--- config.mk ---
export PLATFORM = sky130hd
export DESIGN_NAME = bin_to_bcd_feed
export DESIGN_NICKNAME = d
export VERILOG_FILES = /design/src/rtl/bin_to_bcd_feed.sv
export SDC_FILE = /design/constraint.sdc
export NUM_CORES = 1
export LEC_CHECK = 0
export BUFFER_PORTS_ARGS = -buffer_cell sky130_fd_sc_hd__buf_2
export CAP_MARGIN = 0
export CORE_ASPECT_RATIO = 0.5
export CORE_UTILIZATION = 62
export DETAILED_ROUTE_END_ITERATION = 8
export PLACE_DENSITY_LB_ADDON = 0.2
export RECOVER_POWER = 100
export SYNTH_ARGS = -nofsm -noshare
export SYNTH_HDL_FRONTEND = slang
export SYNTH_SLANG_ARGS = --single-unit
--- constraint.sdc ---
create_clock -name clk -period 4.1 [get_ports clk]
set_input_delay 0.615 -clock clk [delete_from_list [all_inputs] [get_ports clk]]
set_output_delay 0.615 -clock clk [all_outputs]
set_load 0.01 [all_outputs]
--- src/rtl/bin_to_bcd_feed.sv ---
// bin_to_bcd_feed: iterative shift-and-add-3 binary-to-BCD converter that
// feeds the four-digit seven-segment display driver (num_in format).
// The last result is held steady between conversions so the display scans
// a stable value.
// Optional build macro: BIN2BCD_SATURATE_EN. When defined, overflow inputs
// show 9999. When undefined, they show EEEE. Either way ovf=1.
module bin_to_bcd_feed #(
  parameter int BIN_W = 14
) (
  input  logic             clk,
  input  logic             rst,
  input  logic             in_valid,
  output logic             in_ready,
  input  logic [BIN_W-1:0] bin_in,
  output logic [0:15]      bcd_out,
  output logic             out_valid,
  output logic             ovf
);

  typedef enum logic [1:0] {IDLE, SHIFT, DONE} state_t;

  localparam logic [4:0]       LAST  = 5'(BIN_W - 1);
  localparam logic [BIN_W-1:0] LIMIT = BIN_W'(9999);
`ifdef BIN2BCD_SATURATE_EN
  localparam logic [15:0]      OVF_VAL = 16'h9999;
`else
  localparam logic [15:0]      OVF_VAL = 16'hEEEE;
`endif

  state_t           state, state_nxt;
  logic [BIN_W-1:0] sr;
  logic [15:0]      acc;
  logic [15:0]      adj;
  logic [4:0]       cnt;
  logic             ovf_flag;

  // Per-nibble correction: 4-bit add of 3 to any digit >= 5, no inter-nibble carry.
  always_comb begin
    adj = acc;
    for (int i = 0; i < 4; i++)
      if (acc[4*i +: 4] >= 4'd5) adj[4*i +: 4] = acc[4*i +: 4] + 4'd3;
  end

  assign in_ready = (state == IDLE);

  // State register.
  always_ff @(posedge clk or posedge rst) begin
    if (rst) state <= IDLE;
    else     state <= state_nxt;
  end

  // Next-state logic.
  always_comb begin
    state_nxt = state;
    case (state)
      IDLE:    if (in_valid) state_nxt = SHIFT;
      SHIFT:   if (cnt == LAST) state_nxt = DONE;
      DONE:    state_nxt = IDLE;
      default: state_nxt = IDLE;
    endcase
  end

  // Datapath: capture, shift/correct, and the single-edge output update.
  always_ff @(posedge clk or posedge rst) begin
    if (rst) begin
      sr        <= '0;
      acc       <= '0;
      cnt       <= '0;
      ovf_flag  <= 1'b0;
      bcd_out   <= '0;
      ovf       <= 1'b0;
      out_valid <= 1'b0;
    end else begin
      out_valid <= 1'b0;
      case (state)
        IDLE: if (in_valid) begin
          sr       <= bin_in;
          acc      <= '0;
          cnt      <= '0;
          ovf_flag <= (bin_in > LIMIT);
        end
        SHIFT: begin
          // Top accumulator bit falls off; only happens for overflow inputs.
          acc <= 16'({adj, sr[BIN_W-1]});
          sr  <= {sr[BIN_W-2:0], 1'b0};
          cnt <= cnt + 5'd1;
        end
        DONE: begin
          // All 16 bits load together so the display never sees a torn value.
          bcd_out   <= ovf_flag ? OVF_VAL : acc;
          ovf       <= ovf_flag;
          out_valid <= 1'b1;
        end
        default: ;
      endcase
    end
  end

endmodule

Word-level counts from Yosys, hierarchy flattened
Cells that the tools add are included.
{"block": "word_totals", "regBits": 56, "inputBits": 17, "output_inout_bits": 19, "wordCells": 43}
{"block": "op_classes", "addsub": 5, "order_cmp": 5, "eq_ne": 5, "muxes": 15, "reduce_logical": 5}
{"op": "16-bit two-way mux", "n": 2}
{"op": "16-bit one-hot mux with 2 select lines", "n": 1}
{"op": "14-bit one-hot mux with 2 select lines", "n": 1}
{"op": "4-bit by 3-bit greater-or-equal comparator with 1-bit output (second input constant)", "n": 4}
{"op": "14-bit greater-than comparator (second input constant)", "n": 1}
{"op": "14-bit two-way mux", "n": 1}
{"op": "4-bit by 2-bit adder with 4-bit output (second input constant)", "n": 3}
{"op": "4-bit two-way mux", "n": 3}
{"op": "5-bit one-hot mux with 2 select lines", "n": 1}
{"op": "2-bit AND reduction", "n": 3}
{"op": "5-bit by 1-bit adder with 5-bit output (second input constant)", "n": 1}
{"op": "5-bit by 4-bit == test with 1-bit output (second input constant)", "n": 1}
{"op": "5-bit two-way mux", "n": 1}
{"op": "2-bit two-way mux", "n": 2}
{"op": "2-bit != test (second input constant)", "n": 2}
{"op": "2-bit one-hot mux with 2 select lines", "n": 1}
{"op": "3-bit by 2-bit adder with 3-bit output (second input constant)", "n": 1}
{"op": "3-bit two-way mux", "n": 1}
{"op": "2-bit by 1-bit == test with 1-bit output (second input constant)", "n": 1}
{"op": "2-bit == test (second input constant)", "n": 1}
{"op": "2-bit zero test", "n": 1}
{"op": "2-bit nonzero test", "n": 1}
{"op": "1-bit two-way mux", "n": 1}

Longest topological paths before layout
Gate-level depths: netlist (run 1).
{"block": "depth", "word_depth": 3, "mapped_depth": 7, "depth_no_buf": 6}

Least setup slack after synthesis (run 1)
Ideal clock, no wire load.
{"block": "synth_timing", "path_type": "flip-flop to output port", "from": "register state[1]", "to": "output port in_ready", "arrival_ps": 861, "required_ps": 3485, "path_slack_ps": 2624, "path_stages_with_launch": 4, "n_path_buf": 2, "cell_sequence": "dfrtp_1 buf_6 clkbuf_1 nor2_1"}
{"block": "synth_between", "elab_chain_cells": 1}
{"element": "start: declaration", "line": "30", "rtl": "state_t state, state_nxt;"}
{"element": "start signal: assignment", "line": "49", "rtl": "else state <= state_nxt;"}
{"element": "2-bit zero test", "line": "44", "rtl": "assign in_ready = (state == IDLE);"}
{"element": "end: declaration", "line": "13", "rtl": "output logic in_ready,"}
No other way between the ends.

Worst setup path in the final report (run 1)
{"block": "layout_timing", "from": "register state[0]", "to": "register ovf"}
{"block": "layout_between", "elab_chain_cells": 1}
{"element": "2-bit == test", "line": "75", "rtl": "case (state)"}
{"element": "end signal: assignment", "line": "91", "rtl": "ovf <= ovf_flag;"}
{"element": "end: declaration", "line": "17", "rtl": "output logic ovf"}
No other way between the ends.
A chain may end at the register's enable or synchronous reset.

==> results.rst, run 1 <==
.. list-table::
   :header-rows: 1

   * - Metric
     - Value
   * - I/O pin count
     - 36
   * - Initial core utilization
     - about two thirds
   * - Area overhead of the layout relative to synthesis
     - 5.74%
   * - Post-CTS setup-driven buffer insertion count
     - 0
   * - Share of total power consumed by net switching
     - 40.5%
   * - CP cell instances
     - inv_1, nand2_1, mux2_2
   * - Number of cells produced by synthesis
     - 293
   * - Final net count
     - between 300 and 400
   * - Endpoint arrival time on the critical path
     - roughly 2.6 ns
   * - Slowest-stage cell, CP
     - nand2_1
   * - Setup tns final
     - 0 ns
   * - Port Buffers
     - 35
   * - HPWL after detailed placement
     - 3630 microns
   * - Crit end category
     - flip-flop
   * - Setup clock skew after layout
     - roughly 0.0080 ns
   * - Buf/Inv on CP
     - 1
   * - Via density per instance
     - between 5 and 6
   * - Peak supply drop
     - roughly 0.29 mV
   * - Seq cells post-synth
     - 56
   * - Count of fill cells added during filler insertion
     - approximately 320
   * - Number of failing hold endpoints at the final stage
     - 0
   * - Number of sinks driven by the clock tree
     - 56
   * - Top Layer Used
     - met4
   * - Wire length of the first global-routing pass
     - 9340 microns
   * - Relative contribution of sequential cells to total power
     - 46.7%
   * - Part of the power in combinational logic
     - a little under two fifths
   * - Worst path max stage delay
     - roughly 0.81 ns
   * - Capture instance of the worst register-to-register path
     - ovf
   * - Asr flop ratio synth
     - 100%
   * - Skew-Pair Late Insertion Delay
     - around 0.30 ns
   * - Kind of path behind the tightest hold check
     - input pin to asynchronous set/reset pin
   * - Synth Area in Simple Gates
     - between 15 and 20%
   * - Dominant combinational cell family by area after synthesis
     - simple AND/OR/NAND/NOR gates
   * - Avg Inst Size Synth
     - between 9 and 10 sq um
   * - Placed Cells incl. Taps
     - approximately 370
   * - Antenna diode instance count
     - 0
   * - Largest net degree at the start of global routing
     - 57
   * - Placement-stage cell area
     - roughly 2900 sq um
   * - Max Fanout on Critical Path
     - 34
   * - Yosys top cell by area
     - dfrtp_1
   * - Detailed-router iteration count before antenna repair
     - 4
   * - Post-synthesis share of cell area spent on full adders, half adders and majority gates
     - roughly 4.5%
   * - Reg clk slew, reported paths
     - 0.10 ns
   * - Startpoint class of the critical path
     - flip-flop
   * - Transition time at the pin with the least slew margin
     - about 0.93 ns
   * - Multiplexer share of the synthesized area
     - approximately 1.6%
   * - Global route overflow
     - 0
   * - Total wire length
     - approximately 5400 microns
   * - Worst hold slack across all endpoints
     - between 0.4 and 0.5 ns
   * - EDFF count, synth
     - 0
   * - Slew Viols, Final
     - 0
   * - Setup crit start
     - state[0]
   * - Leading cell types by total area after synthesis
     - dfrtp_1, o21ai_0, nand2_1
   * - Reg2reg path depth
     - 3
   * - Family of cells with the greatest summed delay on the critical path
     - simple AND/OR/NAND/NOR gates
   * - Final design area excluding fillers
     - 2950 sq um
   * - Final weighted congestion of routability-driven global placement
     - 0.745
   * - Peak clock frequency supported by timing
     - roughly 0.41 GHz
   * - Clock buffers created by TritonCTS
     - 5
   * - Post_cts resized
     - 0
   * - Class of the most critical setup path
     - flip-flop to flip-flop
   * - Width of the chip
     - ~97 microns
   * - Deepest clock path buffer count
     - 2
   * - Final std cells w/o fill
     - between 300 and 400
   * - Die Area
     - around 4800 sq um
   * - FP Rows
     - 16
   * - Area inside the core boundary
     - 4100 sq um
   * - Period Utilization, post-route
     - 58.9%
   * - Number of buffers inserted for hold repair after clock tree synthesis
     - 0
   * - Register area share after synthesis
     - between 50% and 60%
   * - Via count of the routed design
     - about 2100
   * - Post-DRT Antenna Nets
     - 0
   * - Max-Slew Margin vs Limit
     - between 30% and 40%
   * - Synthesized netlist net count
     - 320
   * - Wire per inst
     - ~15 microns
   * - Final setup violation count
     - 0
   * - Post-synthesis instance area
     - 2790 sq um
   * - Synthesized-area fraction occupied by xor and xnor cells
     - 1.57%
   * - Power per unit of standard cell area
     - between 700 and 800 nW/um^2
   * - RSZ-0062 raised after global routing
     - no
   * - CTS H-tree lvls
     - 2
   * - Root buffer cell
     - clkbuf_8
   * - Iteration-0 DRC Markers
     - 61
   * - Fraction of the mapped netlist area in compound gates
     - 16.0%
   * - Part of the power in the clock network
     - around 15%
   * - Vias in the first global route
     - between 1500 and 2000
   * - Fraction of synthesized cell area taken by the top area cell type
     - 50.2%
   * - Yosys warning count
     - 0
   * - Net switching power figure
     - 0.000844 W
   * - Max-cap violation count
     - 0
   * - Worst reg2reg setup slack
     - approximately 1.7 ns
   * - Number of DRC violations after detailed routing
     - 0
   * - Metal3 WL
     - 221 microns
   * - Number of distinct library cell variants in the gate-level netlist after synthesis
     - 36
   * - Min Clock Period, post-route
     - 2.42 ns
   * - Run status
     - complete, no violations
   * - Antenna violations before repair
     - 0
   * - Pint
     - around 0.0012 W
   * - Synth Flop Type
     - dfrtp_1
   * - Routed metal-1 wire length
     - about 2900 microns
   * - Clock tree from TritonCTS
     - built
   * - Power, Total
     - 0.00209 W
   * - Fraction of layout cells with a size suffix above 1
     - 10.0%
   * - Die boundary height
     - slightly below 50 microns
   * - Static leakage power
     - 1.33 nW
   * - Required time of the critical path
     - ~4.3 ns
   * - Worst reg2reg startpoint
     - state[0]
   * - Met2 Wirelength
     - 2320 microns
   * - Global-route usage over all layers
     - 24.8%
-- layout by cell type, fill, tap and decap left out, types with 2 or more instances in the layout --
cell type / count
dfrtp_1: 56
o21ai_0: 47
nand2_1: 46
clkbuf_1: 20
a31oi_1: 18
nor2_1: 16
buf_2: 16
nand3_1: 14
and2_1: 13
inv_1: 12
ha_1: 10
nor3b_1: 7
a21oi_1: 6
clkbuf_8: 6
mux2_2: 4
o31ai_1: 4
nand2b_1: 4
xnor2_1: 4
nand4_1: 2
-- how the worst max path moves through the flow --
stage	endpoint	depth (start not counted)	slack, ns
after CTS	in_ready	2	2.05
final	ovf	3	1.68
after floorplan	acc[0]	1	2.11
after global placement	ovf	3	2.15
after global routing	ovf	3	1.40
after detailed placement	ovf	3	2.14
-- final cells by class --
type / instances / area (sq um) / share of cell area [%]
Tap cell: 54 / 67.6 / 2.29
Timing Repair Buffer: 36 / 159 / 5.39
Sequential cell: 56 / 1400 / 47.5
Clock inverter: 1 / 7.51 / 0.254
Multi-Input combinational cell: 206 / 1180 / 39.9
Inverter: 13 / 50.0 / 1.70
Clock buffer: 7 / 86.3 / 2.93
-- flip-flops by register name, summed over array words and instances (netlist names) --
signal / count
acc: 16
bcd_out: 16
cnt: 5
out_valid: 1
ovf: 1
ovf_flag: 1
sr: 14
state: 2
-- cells in the mapped netlist (6+ instances only) --
library cell,n
a21oi_1,6
a31oi_1,18
and2_1,13
buf_2,9
dfrtp_1,56
ha_1,10
inv_1,11
nand2_1,44
nand3_1,13
nor2_1,16
nor3b_1,7
o21ai_0,34
o21ai_1,12
-- tightest hold or removal path: cells and delay by family --
kind                   cells  cell delay [ns]
buffers and inverters      3             0.67
-- cells by family after synthesis --
logic type / count (synthesis)
XOR/XNOR: 5
AO/OA/AOI/OAI: 79
buffers and inverters: 31
multiplexers: 4
flip-flops: 56
AND/OR/NAND/NOR: 108
adder cells (fa/ha/maj): 10
-- power groups by stage --
stage / clock, W / sequential [W] / combinational (W)
after global placement: 0 / 0.000970 / 0.000798
after global routing: 0.000337 / 0.00101 / 0.000924
after detailed placement: 0 / 0.000982 / 0.000841
final: 0.000311 / 0.000974 / 0.000800
after CTS: 0.000316 / 0.000974 / 0.000848
after floorplan: 0 / 0.000913 / 0.000725
-- layer usage --
| metal | GRT usage [%] | vias to the layer above |
|---|---|---|
| met1 | 37.5 | 984 |
| met5 | 0 | - |
| li1 | - | 1050 |
| met4 | 4.48 | 0 |
| met2 | 37.7 | 46 |
| met3 | 4.87 | 4 |
-- per-stage QoR --
step                      setup WS, ns  util, %
final                             1.68     71.9
after global routing              1.40     71.9
after CTS                         2.05     73.3
after detailed placement          2.14     71.0
after global placement            2.15     71.0
after floorplan                   2.11        -
(Power assumes the default switching activity.)
==> run 2: changes to the inputs <==
CORE_UTILIZATION = 52   (was 62)
clock period = 2.14 ns   (was 4.1 ns; I/O delays follow)
==> results.rst, run 2 (synthesis gave the netlist of run 1 again) <==
.. list-table::
   :header-rows: 1

   * - Metric
     - Value
   * - Reg clk slew, reported paths
     - 0.10 ns (about the same)
   * - Max-cap violation count
     - 0 (unchanged)
   * - Number of sinks driven by the clock tree
     - 56 (unchanged)
   * - Buf/Inv on CP
     - 2 (was 1)
   * - Worst hold slack across all endpoints
     - 0.248 ns (was 0.486 ns)
   * - Wire length of the first global-routing pass
     - 9460 microns (was 9340 microns)
   * - Peak clock frequency supported by timing
     - 0.575 GHz (was 0.414 GHz)
   * - Setup tns final
     - 0 ns (unchanged)
   * - I/O pin count
     - 36 (unchanged)
   * - Setup clock skew after layout
     - 0.00794 ns (was 0.00803 ns)
   * - Area inside the core boundary
     - 5040 sq um (was 4100 sq um)
   * - Width of the chip
     - 106 microns (was 96.9 microns)
   * - Via count of the routed design
     - 2132 (was 2084)
   * - Peak supply drop
     - 0.546 mV (was 0.291 mV)
   * - Fraction of the core area covered by cells at the end of the flow
     - 59.8% (was 71.9%)
   * - Die boundary height
     - 53.8 microns (was 49.4 microns)
   * - Global-route usage over all layers
     - 22.4% (was 24.8%)
   * - Post_cts resized
     - 0 (unchanged)
   * - Max-Slew Margin vs Limit
     - 30.2% (was 38.1%)
   * - Largest registers ranked by flip-flop count
     - acc: 16 flops, bcd_out: 16 flops, sr: 14 flops (unchanged)
   * - Final net count
     - 351 (was 345)
   * - Required time of the critical path
     - 2.33 ns (was 4.30 ns)
   * - Worst reg2reg setup slack
     - 0.40 ns (was 1.68 ns)
   * - Die Area
     - 5680 sq um (was 4790 sq um)
   * - Final setup violation count
     - 0 (unchanged)
   * - Vias in the first global route
     - 1956 (was 1944)
   * - CP cell instances
     - inv_1, nand2_1, buf_4, o21ai_0 (was inv_1, nand2_1, mux2_2)
   * - Worst path max stage delay
     - 0.64 ns (was 0.81 ns)
   * - Slew Viols, Final
     - 0 (unchanged)
   * - HPWL after detailed placement
     - 4050 microns (was 3630 microns)
   * - Post-DRT Antenna Nets
     - 0 (unchanged)
   * - Via density per instance
     - 5.40 (was 5.59)
   * - Area overhead of the layout relative to synthesis
     - 8.16% (was 5.74%)
   * - Clock buffers created by TritonCTS
     - 5 (unchanged)
   * - Endpoint arrival time on the critical path
     - 1.93 ns (was 2.61 ns)
   * - Number of DRC violations after detailed routing
     - 0 (unchanged)
   * - Most common library cell in the layout ignoring fill and taps
     - dfrtp_1 (unchanged)
   * - Period Utilization, post-route
     - 81.2% (was 58.9%)
   * - Kind of path behind the tightest hold check
     - input pin to asynchronous set/reset pin (unchanged)
   * - Total wire length
     - 5760 microns (was 5430 microns)
   * - Fraction of layout cells with a size suffix above 1
     - 11.1% (was 10.0%)
   * - Antenna violations before repair
     - 0 (unchanged)
   * - Port Buffers
     - 35 (unchanged)
   * - Wire per inst
     - 14.6 microns (was 14.5 microns)
   * - Crit end category
     - flip-flop (unchanged)
   * - CTS H-tree lvls
     - 2 (unchanged)
   * - Power per unit of standard cell area
     - 1340 nW/um^2 (was 707 nW/um^2)
   * - Max Fanout on Critical Path
     - 19 (was 34)
   * - Transition time at the pin with the least slew margin
     - 1.05 ns (was 0.926 ns)
   * - Antenna diode instance count
     - 0 (unchanged)
   * - Global route overflow
     - 0 (unchanged)
   * - Post-CTS setup-driven buffer insertion count
     - 0 (unchanged)
   * - Root buffer cell
     - clkbuf_8 (unchanged)
   * - Initial core utilization
     - 55.3% (was 68.0%)
   * - RSZ-0062 raised after global routing
     - no (unchanged)
   * - Startpoint class of the critical path
     - flip-flop (unchanged)
   * - Deepest clock path buffer count
     - 2 (unchanged)
   * - Most frequent cells in the layout
     - dfrtp_1, o21ai_0, nand2_1 (unchanged)
   * - Min Clock Period, post-route
     - 1.74 ns (was 2.42 ns)
   * - Number of buffers inserted for hold repair after clock tree synthesis
     - 0 (unchanged)
   * - Iteration-0 DRC Markers
     - 80 (was 61)
   * - FP Rows
     - 18 (was 16)
   * - Run status
     - complete, no violations (unchanged)
   * - Detailed-router iteration count before antenna repair
     - 4 (unchanged)
   * - Skew-Pair Late Insertion Delay
     - 0.31 ns (was 0.30 ns)
   * - Largest net degree at the start of global routing
     - 30 (was 57)
   * - Static leakage power
     - 1.36 nW (was 1.33 nW)
   * - Family of cells with the greatest summed delay on the critical path
     - flip-flops (was simple AND/OR/NAND/NOR gates)
   * - Clock tree from TritonCTS
     - built (unchanged)
   * - Number of failing hold endpoints at the final stage
     - 0 (unchanged)
   * - Class of the most critical setup path
     - flip-flop to flip-flop (unchanged)
   * - Slowest-stage cell, CP
     - dfrtp_1 (was nand2_1)
   * - Final weighted congestion of routability-driven global placement
     - 0.798 (was 0.745)
[run 2: layout make-up]
class	count	area [sq um]
clock buffers	7	86.3
clock inverters	1	7.51
fillers	489	2030
inverters	13	61.3
multi-input cells	206	1190
flip-flops and latches	56	1400
well taps	70	87.6
repair buffers	42	186
[run 2: through the flow]
step | power [W] | std cells | area (sq um) | setup WS (ns)
floorplan | 0.00314 | 293 | 2790 | 0.448
global placement | 0.00347 | 387 | 2990 | 0.588
detailed placement | 0.00357 | 387 | 2990 | 0.525
CTS | 0.00418 | 395 | 3080 | 0.478
global route | 0.00442 | 395 | 3020 | 0.177
finish | 0.00404 | 395 | 3020 | 0.401
[run 2: per-layer routing]
layer	up-vias	global-route usage (%)	part of all wire, %
li1	1065	-	-
met1	997	31.3	52
met3	5	4.72	5.5
met5	-	0	0
met4	0	7.41	0.90
met2	65	35.4	41
[run 2: worst register-to-register path: stages, from the launching register on]
cell     delay, ns
dfrtp_1       0.64
inv_1         0.11
nand2_1       0.45
buf_4         0.30
o21ai_0       0.12
[run 2: worst paths after layout]
kind                                start         end  depth (start not counted)
worst min register to register     sr[12]      sr[12]                          2
worst max-delay path             state[0]  bcd_out[4]                          4
worst max register to register   state[0]  bcd_out[4]                          4
min in group clk                bin_in[2]       sr[2]                          3
max in group asynchronous             rst       sr[9]                          3
worst min-delay path                  rst   out_valid                          2
[run 2: power by group]
group          switching [W]  leakage, nW  internal, W
Clock               0.000337       0.0445     0.000264
Combinational       0.000912        0.614     0.000678
Sequential          0.000395        0.697      0.00146
==> run 3: changes to the inputs <==
CORE_UTILIZATION = 57   (was 52)
clock period = 1.8 ns   (was 2.14 ns; I/O delays follow)
==> results.rst, run 3 (synthesis gave the netlist of run 1 again) <==
.. list-table::
   :header-rows: 1

   * - Metric
     - Value
   * - Setup crit start
     - state[0] (unchanged)
   * - Antenna diode instance count
     - 0 (unchanged)
   * - Hold path startpoint
     - bin_in[2]
   * - Reg2reg path depth
     - 4 (unchanged)
   * - Detailed-router iteration count before antenna repair
     - 4 (unchanged)
   * - I/O pin count
     - 36 (unchanged)
   * - Run status
     - complete, no violations (unchanged)
   * - Global route overflow
     - 0 (unchanged)
   * - Deepest clock path buffer count
     - 2 (unchanged)
   * - Count of fill cells added during filler insertion
     - 420 (was 489)
   * - Class of the most critical setup path
     - flip-flop to flip-flop (unchanged)
   * - Antenna violations before repair
     - 0 (unchanged)
   * - Setup clock skew after layout
     - 0.0115 ns (was 0.00794 ns)
   * - CP cell instances
     - inv_2, nand2_1, clkbuf_2, o31ai_1 (was inv_1, nand2_1, buf_4, o21ai_0)
   * - Max-Slew Margin vs Limit
     - 9.61% (was 30.2%)
   * - CTS H-tree lvls
     - 2 (unchanged)
   * - Required time of the critical path
     - 2.02 ns (was 2.33 ns)
   * - FP Rows
     - 17 (was 18)
   * - Clock tree from TritonCTS
     - built (unchanged)
   * - Vias in the first global route
     - 2093 (was 1956)
   * - Crit end category
     - flip-flop (unchanged)
   * - RSZ-0062 raised after global routing
     - no (unchanged)
   * - Root buffer cell
     - clkbuf_8 (unchanged)
   * - Area overhead of the layout relative to synthesis
     - 7.76% (was 8.16%)
   * - Slew Viols, Final
     - 0 (unchanged)
   * - Max Fanout on Critical Path
     - 17 (was 19)
   * - Post-CTS setup-driven buffer insertion count
     - 0 (unchanged)
   * - Worst reg2reg startpoint
     - state[0] (unchanged)
   * - Total wire length
     - 5750 microns (was 5760 microns)
   * - Worst path max stage delay
     - 0.51 ns (was 0.64 ns)
   * - Startpoint class of the critical path
     - flip-flop (unchanged)
   * - Post_cts resized
     - 0 (unchanged)
   * - Power per unit of standard cell area
     - 1600 nW/um^2 (was 1340 nW/um^2)
   * - Wire per inst
     - 14.6 microns (about the same)
   * - Kind of path behind the tightest hold check
     - input pin to flip-flop (was input pin to asynchronous set/reset pin)
   * - Transition time at the pin with the least slew margin
     - 1.36 ns (was 1.05 ns)
   * - Reg clk slew, reported paths
     - 0.10 ns (about the same)
   * - Largest net degree at the start of global routing
     - 57 (was 30)
   * - Area inside the core boundary
     - 4550 sq um (was 5040 sq um)
   * - Skew-Pair Late Insertion Delay
     - 0.32 ns (was 0.31 ns)
   * - Width of the chip
     - 101 microns (was 106 microns)
   * - Fraction of layout cells with a size suffix above 1
     - 11.3% (was 11.1%)
   * - Endpoint arrival time on the critical path
     - 1.86 ns (was 1.93 ns)
   * - Final setup violation count
     - 0 (unchanged)
   * - HPWL after detailed placement
     - 4020 microns (was 4050 microns)
   * - Peak clock frequency supported by timing
     - 0.609 GHz (was 0.575 GHz)
   * - Final net count
     - 354 (was 351)
   * - Via density per instance
     - 5.56 (was 5.40)
   * - WHS Path Cells
     - 3
   * - Period Utilization, post-route
     - 91.2% (was 81.2%)
   * - Clock buffers created by TritonCTS
     - 5 (unchanged)
   * - Global-route usage over all layers
     - 24.7% (was 22.4%)
   * - Post-DRT Antenna Nets
     - 0 (unchanged)
   * - Number of buffers inserted for hold repair after clock tree synthesis
     - 0 (unchanged)
   * - Largest registers ranked by flip-flop count
     - acc: 16 flops, bcd_out: 16 flops, sr: 14 flops (unchanged)
   * - Final weighted congestion of routability-driven global placement
     - 0.758 (was 0.798)
   * - Placed Cells incl. Taps
     - 386 (was 387)
   * - Peak supply drop
     - 0.705 mV (was 0.546 mV)
   * - Static leakage power
     - 1.35 nW (was 1.36 nW)
   * - Setup tns final
     - 0 ns (unchanged)
   * - Via count of the routed design
     - 2184 (was 2132)
   * - Final std cells w/o fill
     - 393 (was 395)
   * - Number of DRC violations after detailed routing
     - 0 (unchanged)
   * - Most frequent cells in the layout
     - dfrtp_1, nand2_1, o21ai_0 (was dfrtp_1, o21ai_0, nand2_1)
   * - Wire length of the first global-routing pass
     - 9710 microns (was 9460 microns)
   * - Initial core utilization
     - 61.3% (was 55.3%)
   * - Number of sinks driven by the clock tree
     - 56 (unchanged)
   * - Iteration-0 DRC Markers
     - 88 (was 80)
   * - Die boundary height
     - 51.5 microns (was 53.8 microns)
   * - Die Area
     - 5200 sq um (was 5680 sq um)
   * - Slowest-stage cell, CP
     - dfrtp_1 (unchanged)
   * - Min Clock Period, post-route
     - 1.64 ns (was 1.74 ns)
   * - Port Buffers
     - 35 (unchanged)
   * - Most common library cell in the layout ignoring fill and taps
     - dfrtp_1 (unchanged)
   * - Max-cap violation count
     - 0 (unchanged)
   * - Number of failing hold endpoints at the final stage
     - 0 (unchanged)
run 3: changes by cell type in the layout (fill, tap and decap cells not counted), sizes merged:
cell | previous run | this run
clkbuf | 31 | 32
inv | 12 | 11
clkinv | 1 | 3
run 3: power breakdown:
part           switching (W)  internal, W
clock network       0.000413     0.000265
registers           0.000454      0.00173
logic                0.00113     0.000807
total                0.00200      0.00280
run 3: metrics by stage:
stage	util, %	worst slack (ns)	total power (W)	hold slack, ns	area [sq um]
after global placement	66.1	0.297	0.00413	0.339	3010
after CTS	67.9	0.173	0.00495	0.00224	3090
after global routing	66.1	0.0220	0.00522	0.288	3010
after floorplan	-	0.159	0.00373	0.411	2790
after detailed placement	66.1	0.198	0.00428	0.344	3010
final	66.1	0.158	0.00480	0.247	3010
run 3: final timing paths:
kind / to / slack [ns]
worst max register to register: bcd_out[7] / 0.16
worst max-delay path: bcd_out[7] / 0.16
max in group asynchronous: state[1] / 0.58
worst min register to register: sr[6] / 0.48
worst min-delay path: sr[2] / 0.25
min in group asynchronous: sr[8] / 0.38
run 3: per-layer routing:
layer	track usage [%]	up-vias	routed length, microns
met3	5.20	7	341
met2	38.7	68	2500
met4	6.76	0	45
met1	35.3	1040	2850
li1	-	1069	-
met5	0	-	0
run 3: worst max-delay path, delay by kind of cell, from the launching register on:
kind | cells | cell delay [ns]
AOI/OAI and AO/OA | 1 | 0.26
and+or+nand+nor | 1 | 0.22
DFF | 1 | 0.51
buffers and inverters | 2 | 0.55
run 3: layout make-up:
cell class | count | area (sq um) | share of cell area [%]
well taps | 66 | 82.6 | 2.75
inverters | 13 | 61.3 | 2.04
clock inverters | 2 | 12.5 | 0.416
clock buffers | 5 | 68.8 | 2.29
flip-flops and latches | 56 | 1400 | 46.6
repair buffers | 45 | 200 | 6.66
multi-input cells | 206 | 1180 | 39.2
